**config.mk**
```make
export PLATFORM = sky130hd
export DESIGN_NAME = if_fetch_unit
export DESIGN_NICKNAME = d
export VERILOG_FILES = /design/src/rtl/if_fetch_unit_pkg.sv /design/src/rtl/if_inst_fifo.sv /design/src/rtl/if_fetch_unit.sv
export SDC_FILE = /design/constraint.sdc
export NUM_CORES = 1
export LEC_CHECK = 0
export CELL_PAD_IN_SITES_DETAIL_PLACEMENT = 1
export CELL_PAD_IN_SITES_GLOBAL_PLACEMENT = 1
export CORE_UTILIZATION = 40
export DETAILED_ROUTE_END_ITERATION = 8
export GPL_ROUTABILITY_DRIVEN = 0
export PLACE_DENSITY = 0.81
export SYNTH_ARGS = -nofsm -noshare
export SYNTH_HDL_FRONTEND = slang
export SYNTH_HIERARCHICAL = 1
export SYNTH_SLANG_ARGS = --single-unit
```
**constraint.sdc**
```tcl
create_clock -name clk -period 14.95 [get_ports clk]
set_input_delay 3.7375 -clock clk [delete_from_list [all_inputs] [get_ports clk]]
set_output_delay 3.7375 -clock clk [all_outputs]
set_load 0.02 [all_outputs]
```
**src/rtl/if_fetch_unit_pkg.sv**
```systemverilog
// Shared definitions for the instruction-fetch stage and the next-PC logic.
// Latency: n/a (types, constants and a helper function only).
// Backpressure: n/a.
package if_fetch_unit_pkg;

  // Fetch sequencer states.
  typedef enum logic [1:0] {
    IF_IDLE  = 2'd0,
    IF_FETCH = 2'd1,
    IF_FLUSH = 2'd2
  } if_state_e;

  // Default first fetch address after reset.
  localparam logic [31:0] IF_RESET_PC = 32'h0000_0000;

  // Sequential PC step; the next-PC logic uses the same constant.
  localparam logic [31:0] PC_INC = 32'd4;

  // One buffered instruction: its PC and the fetched word.
  typedef struct packed {
    logic [31:0] pc;
    logic [31:0] word;
  } if_entry_t;

  // Force a target onto a word boundary.
  function automatic logic [31:0] word_align(input logic [31:0] pc);
    return {pc[31:2], 2'b00};
  endfunction

endpackage

```
**src/rtl/if_inst_fifo.sv**
```systemverilog
// Small synchronous FIFO that holds fetched {pc, word} entries for decode.
// Latency: a push is visible at the head on the next cycle (no bypass).
// Backpressure: none internally; clear empties it, winning over push.
// Ports: push/push_data write the tail, pop drops the head, clear empties
//        the FIFO, head is the oldest entry, count is the current occupancy.
module if_inst_fifo #(
  parameter int DEPTH = 2,
  parameter int WIDTH = 64,
  parameter int CNT_W = $clog2(DEPTH + 1)
) (
  input  logic             clk,
  input  logic             rst,
  input  logic             push,
  input  logic [WIDTH-1:0] push_data,
  input  logic             pop,
  input  logic             clear,
  output logic [WIDTH-1:0] head,
  output logic [CNT_W-1:0] count
);

  localparam int PTR_W = (DEPTH > 1) ? $clog2(DEPTH) : 1;
  localparam logic [CNT_W-1:0] FULL_CNT = CNT_W'(DEPTH);
  localparam logic [PTR_W-1:0] LAST_PTR = PTR_W'(DEPTH - 1);

  logic [WIDTH-1:0] mem [DEPTH];
  logic [PTR_W-1:0] rd_ptr;
  logic [PTR_W-1:0] wr_ptr;
  logic             do_pop;
  logic             do_push;

  function automatic logic [PTR_W-1:0] ptr_inc(input logic [PTR_W-1:0] p);
    return (p == LAST_PTR) ? '0 : p + PTR_W'(1);
  endfunction

  assign do_pop  = pop & (count != '0);
  // A full FIFO still accepts a push when the head leaves in the same cycle.
  assign do_push = push & ~clear & ((count != FULL_CNT) | do_pop);
  assign head    = mem[rd_ptr];

  always_ff @(posedge clk or posedge rst) begin
    if (rst) begin
      rd_ptr <= '0;
      wr_ptr <= '0;
      count  <= '0;
    end else if (clear) begin
      // A concurrent pop is consumed by the downstream stage; either way the
      // FIFO ends up empty.
      rd_ptr <= '0;
      wr_ptr <= '0;
      count  <= '0;
    end else begin
      if (do_pop) begin
        rd_ptr <= ptr_inc(rd_ptr);
      end
      if (do_push) begin
        wr_ptr <= ptr_inc(wr_ptr);
      end
      case ({do_push, do_pop})
        2'b10:   count <= count + CNT_W'(1);
        2'b01:   count <= count - CNT_W'(1);
        default: count <= count;
      endcase
    end
  end

  // Storage needs no reset: an entry is only visible once count covers it.
  always_ff @(posedge clk) begin
    if (do_push) begin
      mem[wr_ptr] <= push_data;
    end
  end

endmodule

```
**src/rtl/if_fetch_unit.sv**
```systemverilog
// Instruction fetch: issues sequential requests to an in-order, variable
// latency instruction memory and buffers the returned words for decode.
// Latency: imem_rvalid in cycle N gives inst_valid in cycle N+1.
// Backpressure: requests stop while outstanding + buffered reaches BUF_DEPTH;
//   decode stalls by holding inst_ready low.
// Ports:
//   clk, rst                  clock and asynchronous active-high reset
//   en                        fetch enable
//   imem_req/addr/gnt         request side of the instruction memory
//   imem_rvalid/rdata         in-order response side
//   inst_valid/inst/inst_pc   buffer head towards decode, inst_ready pops it
//   redirect/redirect_pc      non-sequential next PC from the next-PC logic
//   align_err                 sticky: a redirect target was not word aligned
module if_fetch_unit
  import if_fetch_unit_pkg::*;
#(
  parameter logic [31:0] RESET_PC  = IF_RESET_PC,
  parameter int          BUF_DEPTH = 2
) (
  input  logic        clk,
  input  logic        rst,
  input  logic        en,
  output logic        imem_req,
  output logic [31:0] imem_addr,
  input  logic        imem_gnt,
  input  logic        imem_rvalid,
  input  logic [31:0] imem_rdata,
  output logic        inst_valid,
  output logic [31:0] inst,
  output logic [31:0] inst_pc,
  input  logic        inst_ready,
  input  logic        redirect,
  input  logic [31:0] redirect_pc,
  output logic        align_err
);

  localparam int CNT_W = $clog2(BUF_DEPTH + 1);
  localparam logic [CNT_W:0] CAP = (CNT_W + 1)'(BUF_DEPTH);

  if_state_e        state;
  if_state_e        state_nxt;
  logic [31:0]      fetch_pc;
  logic [31:0]      fetch_pc_nxt;
  logic [31:0]      resp_pc;
  logic [31:0]      resp_pc_nxt;
  logic [CNT_W-1:0] out_cnt;
  logic [CNT_W-1:0] out_cnt_nxt;
  logic [CNT_W-1:0] drop_cnt;
  logic [CNT_W-1:0] drop_cnt_nxt;
  logic [CNT_W-1:0] redir_left;
  logic [CNT_W-1:0] buf_count;
  logic             align_err_nxt;

  logic             below_cap;
  logic             grant;
  logic             rsp;
  logic             accept;
  logic             pop;
  logic             flush_buf;
  if_entry_t        push_entry;
  if_entry_t        head;
  if_entry_t        held;

  // Cap counts requests in flight plus words already buffered, so every
  // response that comes back is guaranteed a buffer slot.
  assign below_cap = ({1'b0, out_cnt} + {1'b0, buf_count}) < CAP;
  assign imem_req  = (state == IF_FETCH) & en & ~redirect & below_cap;
  assign imem_addr = fetch_pc;
  assign grant     = imem_req & imem_gnt;

  // A response only counts when something is in flight, including a request
  // granted in this very cycle. This discards stale responses that survive a
  // reset until a new request is granted.
  assign rsp       = imem_rvalid & ((out_cnt != '0) | grant);
  assign accept    = rsp & (state == IF_FETCH) & ~redirect;

  assign inst_valid = (buf_count != '0);
  assign pop        = inst_valid & inst_ready;
  assign flush_buf  = redirect & (state != IF_IDLE);
  assign push_entry = '{pc: resp_pc, word: imem_rdata};

  // While the buffer is empty decode keeps seeing the last head it was shown.
  assign inst    = inst_valid ? head.word : held.word;
  assign inst_pc = inst_valid ? head.pc   : held.pc;

  if_inst_fifo #(
    .DEPTH (BUF_DEPTH),
    .WIDTH ($bits(if_entry_t)),
    .CNT_W (CNT_W)
  ) u_buf (
    .clk       (clk),
    .rst       (rst),
    .push      (accept),
    .push_data (push_entry),
    .pop       (pop),
    .clear     (flush_buf),
    .head      (head),
    .count     (buf_count)
  );

  always_comb begin
    state_nxt     = state;
    fetch_pc_nxt  = fetch_pc;
    resp_pc_nxt   = resp_pc;
    out_cnt_nxt   = out_cnt;
    drop_cnt_nxt  = drop_cnt;
    align_err_nxt = align_err;
    redir_left    = '0;

    case ({grant, rsp})
      2'b10:   out_cnt_nxt = out_cnt + CNT_W'(1);
      2'b01:   out_cnt_nxt = out_cnt - CNT_W'(1);
      default: out_cnt_nxt = out_cnt;
    endcase

    if (grant) begin
      fetch_pc_nxt = fetch_pc + PC_INC;
    end
    if (accept) begin
      resp_pc_nxt = resp_pc + PC_INC;
    end

    case (state)
      IF_IDLE: begin
        if (en) begin
          state_nxt = IF_FETCH;
        end
      end
      IF_FETCH: begin
        state_nxt = IF_FETCH;
      end
      IF_FLUSH: begin
        // Every response seen here belongs to the abandoned path.
        if (rsp) begin
          drop_cnt_nxt = drop_cnt - CNT_W'(1);
          if (drop_cnt == CNT_W'(1)) begin
            state_nxt = IF_FETCH;
          end
        end
      end
      default: begin
        state_nxt = IF_IDLE;
      end
    endcase

    if (redirect) begin
      fetch_pc_nxt = word_align(redirect_pc);
      resp_pc_nxt  = word_align(redirect_pc);
      if (state != IF_IDLE) begin
        // Everything still in flight after this cycle is wrong-path. No
        // request is granted during a redirect, so only rsp reduces it.
        redir_left   = ((state == IF_FLUSH) ? drop_cnt : out_cnt) - CNT_W'(rsp);
        drop_cnt_nxt = redir_left;
        state_nxt    = (redir_left != '0) ? IF_FLUSH : IF_FETCH;
        if (redirect_pc[1:0] != 2'b00) begin
          align_err_nxt = 1'b1;
        end
      end
    end
  end

  always_ff @(posedge clk or posedge rst) begin
    if (rst) begin
      state     <= IF_IDLE;
      fetch_pc  <= RESET_PC;
      resp_pc   <= RESET_PC;
      out_cnt   <= '0;
      drop_cnt  <= '0;
      align_err <= 1'b0;
    end else begin
      state     <= state_nxt;
      fetch_pc  <= fetch_pc_nxt;
      resp_pc   <= resp_pc_nxt;
      out_cnt   <= out_cnt_nxt;
      drop_cnt  <= drop_cnt_nxt;
      align_err <= align_err_nxt;
    end
  end

  always_ff @(posedge clk or posedge rst) begin
    if (rst) begin
      held <= '0;
    end else if (inst_valid) begin
      held <= head;
    end
  end

endmodule

```
== Word level (Yosys, flattened, before mapping) ==
Memory sizes are Yosys's and may differ from the RTL's.
Index checks and enable logic that the tools add are counted.
W data, S select, Z words.

* Output and inout port bits: 99
* Logic and storage cells: 90
* Memories kept: 1
* RAM bits: 128
* Input bits: 71
* Register bits: 139

{| class="wikitable"
|+ Memories
! name !! depth !! width !! rd ports !! clocked after Yosys merged registers in !! write ports !! line !! RTL
|-
| u_buf.mem || 2 || 64 || 1 || 0 || 1 || if_inst_fifo.sv:25 || <nowiki>logic [WIDTH-1:0] mem [DEPTH];</nowiki>
|}

* Add/subtract/negate cells: 11
* Equal/unequal tests: 8
* Mux-type cells: 29
* Reductions and logical operators: 13
* Bitwise operators: 16
* $lt $le $gt $ge: 1

{| class="wikitable"
|+ Operators by type and width
! operator !! count
|-
| $mux W32 || 6
|-
| $add A32 B3 Y32 const B || 2
|-
| $mux W2 || 12
|-
| $reduce_bool A2 Y1 || 10
|-
| $and A1 B1 Y1 || 12
|-
| $eq A2 B1 Y1 const B || 4
|-
| $mux W1 || 8
|-
| $pmux W2 S2 || 2
|-
| $eq A2 B2 Y1 const B || 3
|-
| $pmux W2 S3 || 1
|-
| $sub A2 B1 Y2 const B || 3
|-
| $add A2 B1 Y2 const B || 2
|-
| $add A2 B2 Y3 || 1
|-
| $lt A3 B2 Y1 const B || 1
|-
| $reduce_and A3 Y1 || 1
|-
| $reduce_bool A3 Y1 || 1
|-
| $add A1 B1 Y1 const B || 2
|-
| $logic_not A2 Y1 || 1
|-
| $ne A2 B2 Y1 const B || 1
|-
| $not A1 Y1 || 2
|-
| $or A1 B1 Y1 || 2
|-
| $sub A2 B1 Y2 || 1
|}

== Logic depth before layout (Yosys ltp) ==
Gate-level depths: netlist of the first run.

* Word-level depth: 14
* Depth in mapped cells: 10
* Gate-level depth less buffers: 9

== Hierarchy ==
Netlist of the first run, hierarchy kept.

{| class="wikitable"
|+ By module, submodules not included
! module !! area an instance (um^2) !! times used !! cells each !! seq. area each (um^2)
|-
| if_fetch_unit || 6,286.0 || 1 || 548 || 3,278.1
|-
| if_inst_fifo || 4,862.2 || 1 || 225 || 3,943.8
|}

== Worst setup path before layout of the first run ==
No wires, ideal clock.

* Path type: input to register
* Start: input port redirect
* End: memory u_buf.mem[1][0] (enable)
* Data required time: 14.372 ns
* Buffers on the path: 1
* Cell stages on the path: 6
* Arrival time: 9.864 ns
* Path slack: 4.508 ns
* Library setup time: 0.578 ns
* Cell sequence: or4b_4 > o22ai_4 > buf_2 > and2_1 > o31ai_4 > nor3b_1

* Longest elaborated chain between the ends: 12
* Elaborated cells on any way between the ends: 14
* Classes of those cells: mux: 2; bitwise: 12

{| class="wikitable"
|+ Ends and longest elaborated chain
! what !! line !! RTL
|-
| start, declared || if_fetch_unit.sv:32 || <nowiki>input logic redirect,</nowiki>
|-
| $not A1 Y1 (*) || if_fetch_unit.sv:67, if_fetch_unit.sv:75 ||
|-
| $and A1 B1 Y1 (2 in a row) || if_fetch_unit.sv:67 || <nowiki>assign imem_req = (state == IF_FETCH) & en & ~redirect & below_cap;</nowiki>
|-
| $and A1 B1 Y1 || if_fetch_unit.sv:69 || <nowiki>assign grant = imem_req & imem_gnt;</nowiki>
|-
| $or A1 B1 Y1 || if_fetch_unit.sv:74 || <nowiki>assign rsp = imem_rvalid & ((out_cnt != '0) | grant);</nowiki>
|-
| $and A1 B1 Y1 || if_fetch_unit.sv:74 ||
|-
| $and A1 B1 Y1 || if_fetch_unit.sv:75 || <nowiki>assign accept = rsp & (state == IF_FETCH) & ~redirect;</nowiki>
|-
| $and A1 B1 Y1 (*) || if_fetch_unit.sv:75 ||
|-
| net accept || if_fetch_unit.sv:57 || <nowiki>logic accept;</nowiki>
|-
| $and A1 B1 Y1 (*) (2 in a row) || if_inst_fifo.sv:37 || <nowiki>assign do_push = push & ~clear & ((count != FULL_CNT) | do_pop);</nowiki>
|-
| $mux W1 (*) || if_inst_fifo.sv:68 || <nowiki>if (do_push) begin</nowiki>
|-
| $mux W1 (implied by the code) (*) || if_inst_fifo.sv:69 || <nowiki>mem[wr_ptr] <= push_data;</nowiki>
|-
| end, declared || if_inst_fifo.sv:25 ||
|}

The timed path passes the listed nets; every way through them passes the cells marked *.

== Worst setup path after layout of the first run ==
* Start: input port redirect
* End: output port imem_req

* Longest elaborated chain between the ends: 3

{| class="wikitable"
|+ Ends and longest elaborated chain
! what !! line !! RTL
|-
| $not A1 Y1 || if_fetch_unit.sv:67 ||
|-
| $and A1 B1 Y1 (2 in a row) || if_fetch_unit.sv:67 ||
|-
| end, declared || if_fetch_unit.sv:23 || <nowiki>output logic imem_req,</nowiki>
|}

No other way between the ends.

==> out/metrics.yaml, run 1 <==
sta:
  finalHoldViolCount: 0
  setup_ws_ns: 5.39
  drv_slew: 0
  fin_crit_ns: 9.56
  worst_pin_slew_ns: 0.935
  setup_violations: 0
  tns_ns: 0
  finalCritPeriodShare_pct: 63.9
  fmax_mhz: 105
  max_slew_margin_pct: 37.7
  skew_ns: 0.0102
  rsz0062_at_grt: "no"
critical_path:
  path_max_fanout: 32
  worst-setup-path-type: "primary input to primary output"
  critPathArrivalTime_ns: 5.82
  r2r_start: "u_buf/count[0]$_DFFE_PP0P_"
  worstSetupStartpointType: "primary input"
  end_kind: "primary output"
  reg2reg_slack_ns: 10.87
  r2r_end: "u_buf/mem[1][4]$_DFFE_PP_"
  required_ns: 11.21
  ff2ff_path_depth: 8
floorplan:
  die_x_um: 169
  core_region_area_um2: 27200
  ios: 170
  start_util_pct: 41.0
  std_cell_rows: 60
  die_height_um: 169
  dieArea_um2: 28500
run_status:
  status: "complete, no violations"
drt:
  drtIter0Drc: 369
  drt-pass1-iter-count: 4
  drtAntennaViolNets: 0
  drc: 0
  routed_wl_um: 27100
  post_drt_via_cell_ratio: 5.27
  wl_per_cell_um: 20.1
  vias: 7105
worst_hold_path:
  hold_path_class: "flop to flop"
  hold_path.startpoint: "align_err$_DFFE_PP0P_"
  holdPathStages: 1
  min_to: "align_err$_DFFE_PP0P_"
clock_tree:
  clkSinkCount: 263
  cts-buffers-inserted: 29
  clock_latency_ns: 0.54
  htreeDepth: 1
  cts_root_buf: "clkbuf_16"
  clk_path_buf_depth: 3
  clk_pin_slew_worst_paths_ns: 0.06
  cts_setup_buffers: 0
  cts_tree: "done"
  ctsResizeCount: 0
  hold_buffers: 0
synth:
  synthTopCellsByArea: "edfxtp_1 (34%), dfrtp_1 (30%), mux2_2 (15%)"
  synth.distinct_cells: 57
  synth_edf_count: 128
  async_reset_ff_share_pct: 51.3
  synth_seq_cells: 263
  synth_area_um2: 11100
  synth.avg_cell_area_um2: 14.4
  synthFlopType: "dfrtp_1"
  yosys.area.top_type: "edfxtp_1"
  post-synth-top-area-fraction_pct: 34.5
  yosysSeqAreaShare_pct: 64.8
  netlist_instances: 773
  yosysWarnings: 6
final_layout:
  seqCellArea_um2: 7220
  n_antenna_cell: 0
  drive_above_1_share_pct: 23.3
  syn2layout_area_growth_pct: 27.3
  multi_input_comb_area_um2: 3760
  fillers: 2680
  nets: 1031
global_routing:
  grt_pass1_vias: 7638
  antenna_found_initial: 0
  track_usage_pct: 19.4
  grt_pass1_wl_um: 43300
  grt_max_degree: 68
  grt-ovfl-total: 0
power:
  p_leak_nw: 5.19
  irDropWorstVdd_mv: 0.0820
  powerDensity_nw_per_um2: 175
placed_design:
  port_buffers: 167
  dp_hpwl_um: 17900
  pre_cts_ws_ns: 5.36
job:
  maxCapViolations: 0
[cells by family (layout without fill, tap and decap cells)]
group           after synthesis  count (layout)  share of synthesized area (%)
flops                       263             263                           64.8
simple gates                188             188                           9.17
mux                         156             156                           15.7
compound gates               70              70                           4.21
xor+xnor                     45              45                           3.54
buf+inv                      44             243                           1.78
fa+ha+maj                     6               6                          0.741
other cells                   1               6                         0.0336
[cells in the final DEF, fill, tap and decap left out, drive strengths merged, types with 6 or more instances in the layout]
cell	synthesis	layout
and3	12	12
a21oi	13	13
clkinv	1	14
inv	10	12
clkdlybuf4s50	0	167
clkbuf	19	32
and2	10	10
conb	1	6
mux2	152	152
nor2	29	29
buf	14	11
xor2	19	19
o211ai	7	7
edfxtp	128	128
nand4	29	29
nor3	11	11
o21ai	23	23
dfrtp	135	135
xnor2	26	26
nand2	35	35
nand3	31	31
[worst max-delay path: stages]
cell             delay (ns)
clkdlybuf4s50_1        0.40
buf_4                  0.25
or4b_4                 0.63
nor2_1                 0.17
clkdlybuf4s50_1        0.63
[cell usage after synthesis (3+ instances only)]
master and instances:
xor2_1 19, ha_1 5, nor2_1 28, a21boi_1 4
and3_1 12, dfrtp_1 135, o211ai_1 7, edfxtp_1 128
o21ai_0 14, inv_1 8, o311ai_1 4, nand4_1 29
nor3_1 11, buf_4 7, nand2b_1 5, clkbuf_1 19
nand2_1 35, or3_1 5, xnor2_1 26, mux2i_1 4
nor2b_1 4, nor4_1 3, nand3_1 30, a21oi_1 13
buf_2 6, mux2_2 151, and4_1 5, and2_1 10
a31oi_1 5, o21ai_1 9, o31a_1 3
[cell type report]
| type | instances | share of cell area [%] |
|---|---|---|
| repair buffers | 178 | 12.4 |
| flip-flops and latches | 263 | 50.9 |
| clock buffers | 32 | 5.33 |
| inverters | 11 | 0.326 |
| multi-input cells | 471 | 26.5 |
| well taps | 372 | 3.28 |
| clock inverters | 22 | 1.31 |
[sequential cells by signal (all words and copies together) (netlist names)]
register,cells
u_buf/mem,128
u_buf/wr_ptr,1
u_buf/rd_ptr,1
imem_addr,30
align_err,1
u_buf/count,2
state,2
drop_cnt,2
out_cnt,2
held,64
resp_pc,30
[power breakdown]
| group | internal [mW] | switching [mW] | total, mW | leakage (nW) |
|---|---|---|---|---|
| Sequential | 0.908 | 0.0782 | 0.987 | 2.74 |
| Clock | 0.402 | 0.296 | 0.698 | 0.457 |
| Combinational | 0.387 | 0.409 | 0.796 | 1.99 |
| Total | 1.70 | 0.783 | 2.48 | 5.19 |
[layer usage]
metal	GRT usage (%)	wire length, um	share of wire (%)
met2	32.4	13200	49
met3	3.44	1570	5.8
met4	3.91	341	1.3
met1	26.5	12000	44
met5	0	0	0
[through the flow]
step / area (um2) / hold WS (ns) / power (mW) / utilization, % / std cells
3_5_place_dp: 13300 / 0.471 / 1.81 / 48.8 / 1295
5_1_grt: 14200 / 0.501 / 2.60 / 52.2 / 1349
3_3_place_gp: 13300 / 0.463 / 1.77 / 48.8 / 1295
4_1_cts: 14200 / 0.488 / 2.52 / 52.2 / 1349
6_report: 14200 / 0.485 / 2.48 / 52.2 / 1349
2_1_floorplan: 11200 / 0.451 / 1.44 / - / 778
[worst max path at each step]
stage               slack, ns  startpoint                        end  cells past startpoint
floorplan                4.51    redirect  u_buf/mem[1][0]$_DFFE_PP_                      6
global placement         5.35    redirect                   imem_req                      5
detailed placement       5.36    redirect                   imem_req                      5
CTS                      5.36    redirect                   imem_req                      5
global route             5.31    redirect                   imem_req                      5
finish                   5.39    redirect                   imem_req                      5
Note: power is estimated with default switching activity, not from simulation.
==> run 2: changes to the inputs <==
Settings changed: PLACE_DENSITY 0.81 to 0.84.
Clock period 14.95 ns to 7.8 ns, I/O delays scaled along.
==> out/metrics.yaml, run 2 (synthesized netlist as in run 1, its figures left out) <==
run_status:
  status: "complete, no violations"
critical_path:
  ff2ff_path_depth: 8  # unchanged
  crit_family: "buffers and inverters"
  crit_slowest_cell: "clkdlybuf4s50_1"
  critPathArrivalTime_ns: 3.84  # -1.98 ns
  end_kind: "primary output"
  path_max_fanout: 4  # -88%
  r2r_start: "u_buf/count[0]$_DFFE_PP0P_"
  slowest_delay_ns: 0.65  # +0.02 ns
  path_cells: "clkdlybuf4s50_1, or4b_4, nor2_1, clkdlybuf4s50_1"
  worst-setup-path-type: "primary input to primary output"
  worstSetupStartpointType: "primary input"
  path_common_cell: "clkdlybuf4s50_1"
  cp_num_buf_inv: 2  # -1
  required_ns: 5.85  # -5.36 ns
  r2r_end: "u_buf/mem[1][6]$_DFFE_PP_"
  reg2reg_slack_ns: 3.60  # -7.27 ns
drt:
  drtAntennaViolNets: 0  # unchanged
  drtIter0Drc: 365  # -1.1%
  post_drt_via_cell_ratio: 5.24  # -0.46%
  routed_wl_um: 27300  # +0.72%
  vias: 7046  # -0.83%
  drc: 0  # unchanged
  drt-pass1-iter-count: 5  # +1
  wl_per_cell_um: 20.3  # +1.1%
clock_tree:
  clk_pin_slew_worst_paths_ns: 0.06  # about the same
  cts_tree: "done"
  clk_path_buf_depth: 3  # unchanged
  hold_buffers: 0  # unchanged
  clkSinkCount: 263  # unchanged
  htreeDepth: 1  # unchanged
  cts_setup_buffers: 0  # unchanged
  ctsResizeCount: 0  # unchanged
  clock_latency_ns: 0.54  # about the same
  cts_root_buf: "clkbuf_16"
  cts-buffers-inserted: 27  # -6.9%
final_layout:
  largestRegisters: "u_buf/mem (128), held (64)"
  stdcell_area_um2: 14100  # -0.78%
  syn2layout_area_growth_pct: 26.4
  layout_common_cells: "clkdlybuf4s50_1 (167), mux2_2 (151), dfrtp_1 (134)"
  top_register: "u_buf/mem"
  final_cell_count_no_fill: 1344  # -0.37%
  layout_commonest_cell: "clkdlybuf4s50_1"
  fillers: 2734  # +2.0%
  n_antenna_cell: 0  # unchanged
  nets: 1028  # -0.29%
  drive_above_1_share_pct: 21.8  # -1.5 points
  post-route-util_pct: 51.8  # -0.41 points
  largest_reg_flops: 128  # unchanged
sta:
  setup_ws_ns: 2.01  # -3.39 ns
  tns_ns: 0  # unchanged
  setup_violations: 0  # unchanged
  timing.hold.ws_ns: 0.491  # +0.00604 ns
  max_slew_margin_pct: 40.2  # +2.5 points
  rsz0062_at_grt: "no"
  finalHoldViolCount: 0  # unchanged
  finalCritPeriodShare_pct: 74.3
  fmax_mhz: 173
  fin_crit_ns: 5.79
  drv_slew: 0  # unchanged
  worst_pin_slew_ns: 0.897  # -0.0377 ns
  skew_ns: 0.0155  # +0.00530 ns
global_routing:
  grt_pass1_vias: 7624  # -0.18%
  grt_pass1_wl_um: 43100  # -0.32%
  antenna_found_initial: 0  # unchanged
  track_usage_pct: 19.5  # +0.14 points
  grt-ovfl-total: 0  # unchanged
  grt_max_degree: 68  # unchanged
placed_design:
  port_buffers: 167  # unchanged
  place_area_um2: 13300  # about the same
  pre_cts_ws_ns: 1.97  # -3.39 ns
  dp.cells: 1294  # -0.077%
  dp_hpwl_um: 18200  # +1.8%
worst_hold_path:
  min_to: "align_err$_DFFE_PP0P_"
  hold_path.startpoint: "align_err$_DFFE_PP0P_"
  hold_path_class: "flop to flop"
  holdPathStages: 1  # unchanged
floorplan:
  die_height_um: 169  # unchanged
  die_x_um: 169  # unchanged
  std_cell_rows: 60  # unchanged
  core_region_area_um2: 27200  # unchanged
  ios: 170  # unchanged
  dieArea_um2: 28500  # unchanged
  start_util_pct: 41.0  # unchanged
power:
  irDropWorstVdd_mv: 0.163  # +99%
  p_leak_nw: 5.13  # -1.2%
  p_total_mw: 4.64  # +87%
  powerDensity_nw_per_um2: 329  # +88%
job:
  maxCapViolations: 0  # unchanged
## run 2: cell types whose count changed in the layout (fill, tap and decap cells not counted)
cell	previous run	this run
clkbuf_1	1	8
clkinv_2	8	1
clkinv_1	4	8
clkinvlp_4	5	1
clkbuf_16	29	27
buf_4	11	10
bufinv_16	2	1
clkinv_4	2	1
inv_6	2	3
inv_8	1	0
nor3_2	1	0
nor3_4	0	1
nor3b_2	1	0
nor3b_4	0	1
## run 2: final cells by class
| cell class | count | area (um2) | share of cell area [%] |
|---|---|---|---|
| sequential | 263 | 7220 | 51.3 |
| timing repair buffer | 177 | 1750 | 12.4 |
| tap | 372 | 465 | 3.30 |
| clock inverter | 13 | 95.1 | 0.675 |
| multi-input combinational | 471 | 3780 | 26.8 |
| inverter | 11 | 46.3 | 0.329 |
| clock buffer | 37 | 733 | 5.21 |
## run 2: per-layer routing
layer  vias up  track usage [%]  routed length, um
met5         -                0                  0
met4         0             4.82                433
met3        35             3.06               1380
met2       178             33.3              13500
met1      3604             26.1              12000
li1       3229                -                  -
## run 2: report_power, final
group,switching [mW],total [mW],internal [mW]
registers,0.156,1.90,1.74
clock network,0.522,1.21,0.691
logic,0.784,1.53,0.744
total,1.46,4.64,3.18
## run 2: worst register-to-register path, delay by kind of cell (launching register included)
kind            cells  cell delay [ns]
simple gates        4             1.35
buf+inv             1             0.70
flops               1             0.57
compound gates      2             0.76
fa+ha+maj           1             0.41
## run 2: how the worst max path moves through the flow
stage	start	end	slack, ns	depth (start not counted)
after floorplan	redirect	u_buf/mem[1][0]$_DFFE_PP_	1.41	6
after global placement	redirect	imem_req	1.98	4
after detailed placement	redirect	imem_req	1.97	4
after CTS	redirect	imem_req	1.97	4
after global routing	redirect	imem_req	1.96	4
final	redirect	imem_req	2.01	4
==> run 3: changes to the inputs <==
Clock period 7.8 ns to 5.3 ns, I/O delays scaled along.
==> out/metrics.yaml, run 3 (synthesized netlist as in run 1, its figures left out) <==
floorplan:
  die_height_um: 169  # unchanged
  core_region_area_um2: 27200  # unchanged
  die_x_um: 169  # unchanged
  std_cell_rows: 60  # unchanged
  ios: 170  # unchanged
  start_util_pct: 41.0  # unchanged
  dieArea_um2: 28500  # unchanged
final_layout:
  fillers: 2705  # -1.1%
  largestRegisters: "u_buf/mem (128), held (64)"
  stdcell_area_um2: 14300  # +1.3%
  top_register: "u_buf/mem"
  syn2layout_area_growth_pct: 28.0
  nets: 1034  # +0.58%
  layout_common_cells: "clkdlybuf4s50_1 (167), mux2_2 (151), dfrtp_1 (134)"
  layout_commonest_cell: "clkdlybuf4s50_1"
  drive_above_1_share_pct: 23.3  # +1.5 points
  largest_reg_flops: 128  # unchanged
  n_antenna_cell: 0  # unchanged
drt:
  drtIter0Drc: 429  # +18%
  drtAntennaViolNets: 0  # unchanged
  wl_per_cell_um: 20.3  # -0.32%
  vias: 6979  # -0.95%
  routed_wl_um: 27400  # +0.20%
  drc: 0  # unchanged
  drt-pass1-iter-count: 5  # unchanged
  post_drt_via_cell_ratio: 5.17  # -1.5%
placed_design:
  dp_hpwl_um: 17800  # -2.3%
  port_buffers: 167  # unchanged
  place_area_um2: 13300  # +0.42%
job:
  maxCapViolations: 0  # unchanged
global_routing:
  grt_pass1_wl_um: 42900  # -0.48%
  grt_pass1_vias: 7467  # -2.1%
  grt_max_degree: 87  # +28%
  track_usage_pct: 19.2  # -0.31 points
  grt-ovfl-total: 0  # unchanged
  antenna_found_initial: 0  # unchanged
critical_path:
  required_ns: 3.97  # -1.88 ns
  path_cells: "clkdlybuf4s50_1, or4b_4, nor2_1, clkdlybuf4s50_1"
  worstSetupStartpointType: "primary input"
  path_common_cell: "clkdlybuf4s50_1"
  r2r_start: "u_buf/count[0]$_DFFE_PP0P_"
  cp-startpoint: "redirect"
  endpoint: "imem_req"
  path_max_fanout: 4  # unchanged
  reg2reg_slack_ns: 1.79  # -1.81 ns
  end_kind: "primary output"
  slowest_delay_ns: 0.63  # -0.02 ns
  worst-setup-path-type: "primary input to primary output"
  ff2ff_path_depth: 8  # unchanged
  critPathArrivalTime_ns: 3.22  # -0.62 ns
  r2r_end: "u_buf/mem[0][49]$_DFFE_PP_"
  crit_slowest_cell: "or4b_4"
sta:
  fmax_mhz: 220
  setup_violations: 0  # unchanged
  drv_slew: 0  # unchanged
  worst_pin_slew_ns: 0.935  # +0.0385 ns
  rsz0062_at_grt: "no"
  finalHoldViolCount: 0  # unchanged
  max_slew_margin_pct: 37.6  # -2.6 points
  skew_ns: 0.0140  # -0.00152 ns
  fin_crit_ns: 4.55
  finalCritPeriodShare_pct: 85.8
  tns_ns: 0  # unchanged
clock_tree:
  htreeDepth: 1  # unchanged
  cts_setup_buffers: 0  # unchanged
  clk_pin_slew_worst_paths_ns: 0.06  # about the same
  cts_tree: "done"
  clk_path_buf_depth: 3  # unchanged
  hold_buffers: 0  # unchanged
  clock_latency_ns: 0.53  # about the same
  ctsResizeCount: 0  # unchanged
  cts_root_buf: "clkbuf_16"
  cts-buffers-inserted: 29  # +7.4%
  clkSinkCount: 263  # unchanged
power:
  irDropWorstVdd_mv: 0.245  # +50%
  powerDensity_nw_per_um2: 493  # +50%
  p_leak_nw: 5.23  # +1.9%
worst_hold_path:
  hold_path_class: "flop to flop"
run_status:
  status: "complete, no violations"
-- run 3: critical path: cells and delay by family --
kind	cells	cell delay (ns)
buf+inv	2	1.14
simple gates	2	0.76
-- run 3: worst min-delay path by stage --
| stage | start | cells after the start | to |
|---|---|---|---|
| after floorplan | resp_pc[31]$_DFFE_PP0N_ | 0 | u_buf/mem[0][63]$_DFFE_PP_ |
| after global placement | resp_pc[31]$_DFFE_PP0N_ | 0 | u_buf/mem[0][63]$_DFFE_PP_ |
| after detailed placement | held[0]$_DFFE_PP0N_ | 1 | held[0]$_DFFE_PP0N_ |
| after CTS | held[40]$_DFFE_PP0N_ | 1 | held[40]$_DFFE_PP0N_ |
| after global routing | held[61]$_DFFE_PP0N_ | 1 | held[61]$_DFFE_PP0N_ |
| final | held[40]$_DFFE_PP0N_ | 1 | held[40]$_DFFE_PP0N_ |
-- run 3: report_power, final --
part           internal (mW)  total [mW]  switching, mW
sequential              2.56        2.78          0.221
combinational           1.10        2.25           1.15
clock                   1.20        2.01          0.809
-- run 3: through the flow --
stage	utilization (%)	std cells	hold WS (ns)	total power [mW]	worst slack, ns
floorplan	-	778	0.451	4.07	0.405
global placement	49.0	1298	0.477	4.99	0.718
detailed placement	49.0	1298	0.482	5.08	0.727
CTS	52.5	1351	0.498	7.13	0.721
global route	52.5	1351	0.509	7.35	0.715
finish	52.5	1351	0.495	7.04	0.751
-- run 3: cell type report --
| cell class | count | area, um2 | area share, % |
|---|---|---|---|
| flip-flops and latches | 263 | 7220 | 50.6 |
| multi-input cells | 471 | 3780 | 26.5 |
| repair buffers | 181 | 1800 | 12.6 |
| clock buffers | 34 | 786 | 5.50 |
| well taps | 372 | 465 | 3.26 |
| clock inverters | 19 | 176 | 1.24 |
| inverters | 11 | 46.3 | 0.324 |
-- run 3: per-layer routing --
metal  share of wire (%)  GRT usage, %
met1                  44          26.3
met2                  50          32.5
met3                 4.6          2.62
met4                 1.5          4.43
met5                   0             0
